==> src/rtl/sqrt_arbiter_if.sv <==
// sqrt_arbiter_if: requester and result signal bundle for sqrt_arbiter.
interface sqrt_arbiter_if #(
  parameter int NREQ = 4
);
  logic [NREQ-1:0]   req;
  logic [NREQ*8-1:0] req_data;
  logic [NREQ-1:0]   gnt;
  logic              busy;
  logic              res_valid;
  logic              res_ready;
  logic [15:0]       res_data;
  logic [2:0]        res_id;
  modport master (output req, req_data, res_ready, input gnt, busy, res_valid, res_data, res_id);
  modport slave (input req, req_data, res_ready, output gnt, busy, res_valid, res_data, res_id);
endinterface

==> src/rtl/sqrt_arbiter.sv <==
// sqrt_arbiter: shares one 8-bit -> 8.8 square-root datapath among NREQ requesters.
// SQRT_ARB_RR_EN selects round-robin arbitration; undefined gives fixed lowest-index priority.
module sqrt_arbiter #(
  parameter int NREQ = 4
) (
  input logic           clk,
  input logic           rst_n,
  sqrt_arbiter_if.slave bus
);
  typedef enum logic [1:0] {IDLE, CALC, HOLD} state_t;
  state_t            state_q, state_d;
  logic [NREQ-1:0]   gnt_q, gnt_d;
  logic [7:0]        op_q, op_d;
  logic [2:0]        id_q, id_d;
  logic [2:0]        res_id_q, res_id_d;
  logic [15:0]       res_data_q, res_data_d;
  logic              res_valid_q, res_valid_d;
  logic              found;
  logic [2:0]        win, lo_win;
  logic [7:0]        win_data, lo_data;
`ifdef SQRT_ARB_RR_EN
  logic [2:0]        ptr_q, ptr_d;
  logic              hit;
  logic [2:0]        hit_win;
  logic [7:0]        hit_data;
`endif

  // Bit-pair restoring square root of {a, 16'h0}; result fits in 12 bits.
  function automatic logic [11:0] isqrt(input logic [7:0] a);
    logic [23:0] num, res, b;
    num = {a, 16'h0000};
    res = '0;
    b = 24'h40_0000;
    for (int i = 0; i < 12; i++) begin
      if (num >= res + b) begin
        num = num - (res + b);
        res = (res >> 1) + b;
      end else begin
        res = res >> 1;
      end
      b = b >> 2;
    end
    return res[11:0];
  endfunction

  always_comb begin
    found = 1'b0;
    lo_win = '0;
    lo_data = '0;
`ifdef SQRT_ARB_RR_EN
    hit = 1'b0;
    hit_win = '0;
    hit_data = '0;
`endif
    for (int k = NREQ - 1; k >= 0; k--) begin
      if (bus.req[k]) begin
        found = 1'b1;
        lo_win = 3'(k);
        lo_data = bus.req_data[8*k +: 8];
      end
`ifdef SQRT_ARB_RR_EN
      if (bus.req[k] && 3'(k) >= ptr_q) begin
        hit = 1'b1;
        hit_win = 3'(k);
        hit_data = bus.req_data[8*k +: 8];
      end
`endif
    end
`ifdef SQRT_ARB_RR_EN
    win = hit ? hit_win : lo_win;
    win_data = hit ? hit_data : lo_data;
`else
    win = lo_win;
    win_data = lo_data;
`endif
  end

  always_comb begin
    state_d = state_q;
    gnt_d = '0;
    op_d = op_q;
    id_d = id_q;
    res_data_d = res_data_q;
    res_id_d = res_id_q;
    res_valid_d = res_valid_q;
`ifdef SQRT_ARB_RR_EN
    ptr_d = ptr_q;
`endif
    unique case (state_q)
      IDLE: if (found) begin
        state_d = CALC;
        gnt_d = NREQ'(1) << win;
        op_d = win_data;
        id_d = win;
`ifdef SQRT_ARB_RR_EN
        ptr_d = (win == 3'(NREQ - 1)) ? 3'd0 : win + 3'd1;
`endif
      end
      CALC: begin
        state_d = HOLD;
        res_data_d = {4'h0, isqrt(op_q)};
        res_id_d = id_q;
        res_valid_d = 1'b1;
      end
      HOLD: if (bus.res_ready) begin
        state_d = IDLE;
        res_valid_d = 1'b0;
      end
      default: state_d = IDLE;
    endcase
  end

  always_ff @(posedge clk or negedge rst_n) begin
    if (!rst_n) begin
      state_q <= IDLE;
      gnt_q <= '0;
      op_q <= '0;
      id_q <= '0;
      res_data_q <= '0;
      res_id_q <= '0;
      res_valid_q <= 1'b0;
`ifdef SQRT_ARB_RR_EN
      ptr_q <= '0;
`endif
    end else begin
      state_q <= state_d;
      gnt_q <= gnt_d;
      op_q <= op_d;
      id_q <= id_d;
      res_data_q <= res_data_d;
      res_id_q <= res_id_d;
      res_valid_q <= res_valid_d;
`ifdef SQRT_ARB_RR_EN
      ptr_q <= ptr_d;
`endif
    end
  end

  assign bus.gnt = gnt_q;
  assign bus.busy = state_q != IDLE;
  assign bus.res_valid = res_valid_q;
  assign bus.res_data = res_data_q;
  assign bus.res_id = res_id_q;
endmodule

==> src/flat_wrapper.sv <==
// flat-port wrapper written by rule: the top's interface ports become plain ports
module sqrt_arbiter_flat 
#(
  parameter int NREQ = 4
)
  (clk, rst_n, bus_req, bus_req_data, bus_res_ready, bus_gnt, bus_busy, bus_res_valid, bus_res_data, bus_res_id);
  sqrt_arbiter_if #(.NREQ(NREQ)) bus_i ();
  input logic clk;
  input logic rst_n;
  input wire logic [$bits(bus_i.req)-1:0] bus_req;
  input wire logic [$bits(bus_i.req_data)-1:0] bus_req_data;
  input wire logic [$bits(bus_i.res_ready)-1:0] bus_res_ready;
  output wire logic [$bits(bus_i.gnt)-1:0] bus_gnt;
  output wire logic [$bits(bus_i.busy)-1:0] bus_busy;
  output wire logic [$bits(bus_i.res_valid)-1:0] bus_res_valid;
  output wire logic [$bits(bus_i.res_data)-1:0] bus_res_data;
  output wire logic [$bits(bus_i.res_id)-1:0] bus_res_id;
  assign bus_i.req = bus_req;
  assign bus_i.req_data = bus_req_data;
  assign bus_i.res_ready = bus_res_ready;
  assign bus_gnt = bus_i.gnt;
  assign bus_busy = bus_i.busy;
  assign bus_res_valid = bus_i.res_valid;
  assign bus_res_data = bus_i.res_data;
  assign bus_res_id = bus_i.res_id;
  sqrt_arbiter #(.NREQ(NREQ)) u_core (.clk(clk), .rst_n(rst_n), .bus(bus_i));
endmodule
==> config.mk <==
export PLATFORM = sky130hd
export DESIGN_NAME = sqrt_arbiter_flat
export DESIGN_NICKNAME = d
export VERILOG_FILES = /design/src/rtl/sqrt_arbiter_if.sv /design/src/rtl/sqrt_arbiter.sv /design/src/flat_wrapper.sv
export SDC_FILE = /design/constraint.sdc
export NUM_CORES = 1
export LEC_CHECK = 0
export BUFFER_PORTS_ARGS = -buffer_cell sky130_fd_sc_hd__buf_2
export CAP_MARGIN = 20
export CORE_MARGIN = 2
export CORE_UTILIZATION = 58
export CTS_BUF_LIST = sky130_fd_sc_hd__clkbuf_4 sky130_fd_sc_hd__clkbuf_8
export DETAILED_ROUTE_END_ITERATION = 10
export GPL_TIMING_DRIVEN = 1
export PLACE_DENSITY_LB_ADDON = 0.05
export SYNTH_ARGS = -nofsm -noshare
export SYNTH_HDL_FRONTEND = slang
export SYNTH_SLANG_ARGS = --single-unit
==> constraint.sdc <==
create_clock -name clk -period 39.9 [get_ports clk]
set_input_delay 3.99 -clock clk [delete_from_list [all_inputs] [get_ports clk]]
set_output_delay 3.99 -clock clk [all_outputs]
set_load 0.01 [all_outputs]
==> impl_metrics.tcl <==
set metrics [dict create \
    status "finished, final reports clean" \
    max_stage_delay_ps 740 \
    finalNonFillerCells 1072 \
    place_inst 1065 \
    setup_tns_ps 0 \
    worstMarginPinSlew_ps 1010 \
    grt_pass1_wl_microns 33500 \
    synth-main-ff-cell "dfrtp_1" \
    portBuffers 58 \
    stdcell_area_sq_um 7220 \
    cts_tree "built" \
    cp.required_ps 40050 \
    synth.area.mux_share_pct 6.00 \
    core_area_sq_um 11500 \
    vias 7147 \
    start_util_pct 59.5 \
    synth_adder_area_share_pct 13.2 \
    finalCriticalPeriod_ps 28150 \
    rsz0062_at_grt "no" \
    ys_warn_count 0 \
    period_share_pct 70.5 \
    start_kind "flip-flop" \
    synth_edf_count 0 \
    die_area_sq_um 12600 \
    cts_setup_buffers 0 \
    netlist_area_sq_um 6820 \
    final_hold_viol_count 0 \
    antenna_found_initial 0 \
    clk_transition_reported_paths_ps 60 \
    cts_made_buffers 5 \
    clockBufferDepth 2 \
    setup_violations 0 \
    synth_simple_gate_area_share_pct 21.9 \
    crit_buf_inv 15 \
    synthDistinctLibCells 103 \
    grt_pass1_vias 7016 \
    drt_pass1_iterations 5 \
    overflow 0 \
    synth_seq_cells 31 \
    clkSinkCount 31 \
    drv_cap 0 \
    place_area_sq_um 7130 \
    skew_ps 2.50 \
    insertion_delay_ps 280 \
    grt.total_usage_pct 31.4 \
    synthXorXnorAreaFrac_pct 6.29 \
    dpl.hpwl_microns 15800 \
    hp-class "flip-flop to flip-flop" \
    avgSynthCellArea_sq_um 7.64 \
    netlist.area_leader.share_pct 12.7 \
    critPathKind "flip-flop to flip-flop" \
    slowest_stage "and3_1" \
    via_per_inst 6.67 \
    fill_cells 1054 \
    die_x_microns 112 \
    synth-compound-area-share_pct 35.3 \
    cts_hold_buf 0 \
    cp-end-kind "flip-flop" \
    arrival_ps 28290 \
    fmax_mhz 35.5 \
    n_antenna_cell 0 \
    cp_common_cell "a21oi_1" \
    seqCellArea_sq_um 776 \
    num_rows 39 \
    place.gp.congestion 0.990 \
    ctsResizeCount 0 \
    critPathTopFamily "compound AO/OA/AOI/OAI gates" \
    cts_max_level 2 \
    drc 0 \
    synthArstFlopShare_pct 100 \
    drv_slew 0 \
    die_h_microns 112 \
    max_slew_margin_pct 32.5 \
    synth_top_area_cell "ha_1" \
    drt_iter0_drc 605 \
    grt_max_degree 32 \
    crit_fanout 19 \
    fin_nets 1039 \
    syn_inst 893 \
    synth_seq_area_share_pct 11.4 \
    routed_wirelength_microns 19900 \
    io-pin-count 64 \
    synth_top_family_by_area "compound AO/OA/AOI/OAI gates" \
    fin_hold_ws_ps 481 \
    cts-root-buf "clkbuf_8" \
    routedWlPerCell_microns 18.6 \
    multiInputGateArea_sq_um 5670 \
    synth.area.top_cells "ha_1 13%, dfrtp_1 11%, a21oi_1 5.9%" \
    synthToLayoutAreaGrowth_pct 5.78 \
    drive_above_1_share_pct 15.2 \
    ant_nets 0 \
]
-- tightest hold or removal path, cell delays in order, from the launching register on --
cell	delay [ps]
dfrtp_1	340
nand2_1	40
o21ai_0	60
-- final cells by class --
class / count / share of cell area, %
Multi-Input combinational cell: 777 / 78.6
Sequential cell: 31 / 10.7
Timing Repair Buffer: 59 / 4.13
Inverter: 55 / 2.86
Tap cell: 143 / 2.48
Clock buffer: 6 / 1.14
Clock inverter: 1 / 0.0693
-- cells in the final DEF (no fill, tap or decap), drive strengths merged, types with 5 or more instances in the layout --
| cell type | netlist | layout |
|---|---|---|
| a2111oi | 6 | 6 |
| a211oi | 10 | 10 |
| a21boi | 5 | 5 |
| a21o | 33 | 33 |
| a21oi | 85 | 85 |
| a221oi | 12 | 12 |
| a31oi | 11 | 11 |
| and2 | 8 | 8 |
| and3 | 10 | 10 |
| buf | 22 | 59 |
| clkbuf | 12 | 6 |
| conb | 1 | 5 |
| dfrtp | 31 | 31 |
| ha | 69 | 69 |
| inv | 55 | 55 |
| mux2 | 20 | 20 |
| mux2i | 16 | 16 |
| nand2 | 70 | 70 |
| nand2b | 10 | 10 |
| nand3 | 22 | 22 |
| nand4 | 10 | 10 |
| nor2 | 65 | 65 |
| nor2b | 11 | 11 |
| nor3 | 26 | 26 |
| nor4 | 7 | 7 |
| o21a | 6 | 6 |
| o21ai | 60 | 60 |
| o21bai | 14 | 14 |
| o22ai | 14 | 14 |
| o31a | 7 | 7 |
| o31ai | 17 | 17 |
| or2 | 8 | 8 |
| or3 | 10 | 10 |
| or4 | 7 | 7 |
| xnor2 | 35 | 35 |
| xor2 | 14 | 14 |
-- sequential cells by signal, summed over array words and instances (netlist names) --
| name | count |
|---|---|
| u_core.op_q | 8 |
| u_core.bus.res_id | 2 |
| u_core.id_q | 2 |
| u_core.bus.gnt | 4 |
| u_core.bus.res_data | 12 |
| u_core.bus.res_valid | 1 |
| u_core.state_q | 2 |
-- synthesized netlist by cell type (5+ instances only) --
cell      instances
mux2_2           15
or3_1             8
nor2_1           64
nand3_1          21
a221oi_1          9
buf_4             7
o21bai_1         14
o21ai_0          54
o21ai_1           5
nand2_1          70
ha_1             69
o31ai_1          16
a21o_1           33
nand4_1           9
clkbuf_1         12
nor2b_1          11
mux2i_1          15
a31oi_1          10
a21oi_1          80
dfrtp_1          31
nor3_1           26
inv_1            49
xnor2_1          35
nor4_1            5
buf_2            11
o22ai_1          14
o21a_1            5
a211oi_1          8
and2_1            8
nand2b_1         10
xor2_1           14
or2_2             8
and3_1           10
o31a_1            7
a21oi_2           5
inv_2             6
-- layer usage --
layer	vias to the layer above	GRT usage [%]	wire length (microns)
met5	-	0	0
met4	0	8.62	467
met3	48	4.27	1110
met2	270	55.1	9520
met1	3391	40.6	8820
li1	3438	-	-
-- final timing paths --
| check | startpoint | end | slack [ps] | cells past startpoint |
|---|---|---|---|---|
| hold / removal | u_core.bus.res_data[2] | u_core.bus.res_data[2] | 480 | 2 |
| min in group asynchronous | rst_n | u_core.bus.gnt[1] | 3740 | 1 |
| max in group asynchronous | rst_n | u_core.op_q[7] | 35740 | 1 |
| setup reg to reg | u_core.op_q[4] | u_core.bus.res_data[0] | 11750 | 109 |
| hold reg to reg | u_core.bus.res_data[2] | u_core.bus.res_data[2] | 480 | 2 |
| setup / recovery | u_core.op_q[4] | u_core.bus.res_data[0] | 11750 | 109 |
-- metrics by stage --
stage | setup slack, ps | util (%)
after floorplan | 17860 | -
after global placement | 13020 | 62.2
after detailed placement | 12170 | 62.2
after CTS | 12120 | 62.9
after global routing | 9490 | 62.9
final | 11750 | 62.9
-- cells by family after synthesis --
| logic type | Yosys count |
|---|---|
| compound gates | 333 |
| xor+xnor | 49 |
| fa+ha+maj | 71 |
| buf+inv | 89 |
| flops | 31 |
| mux | 36 |
| other cells | 1 |
| simple gates | 283 |
Power is not shown: default switching activity piles up to over one toggle a cycle in this logic, so the estimate is an artifact.
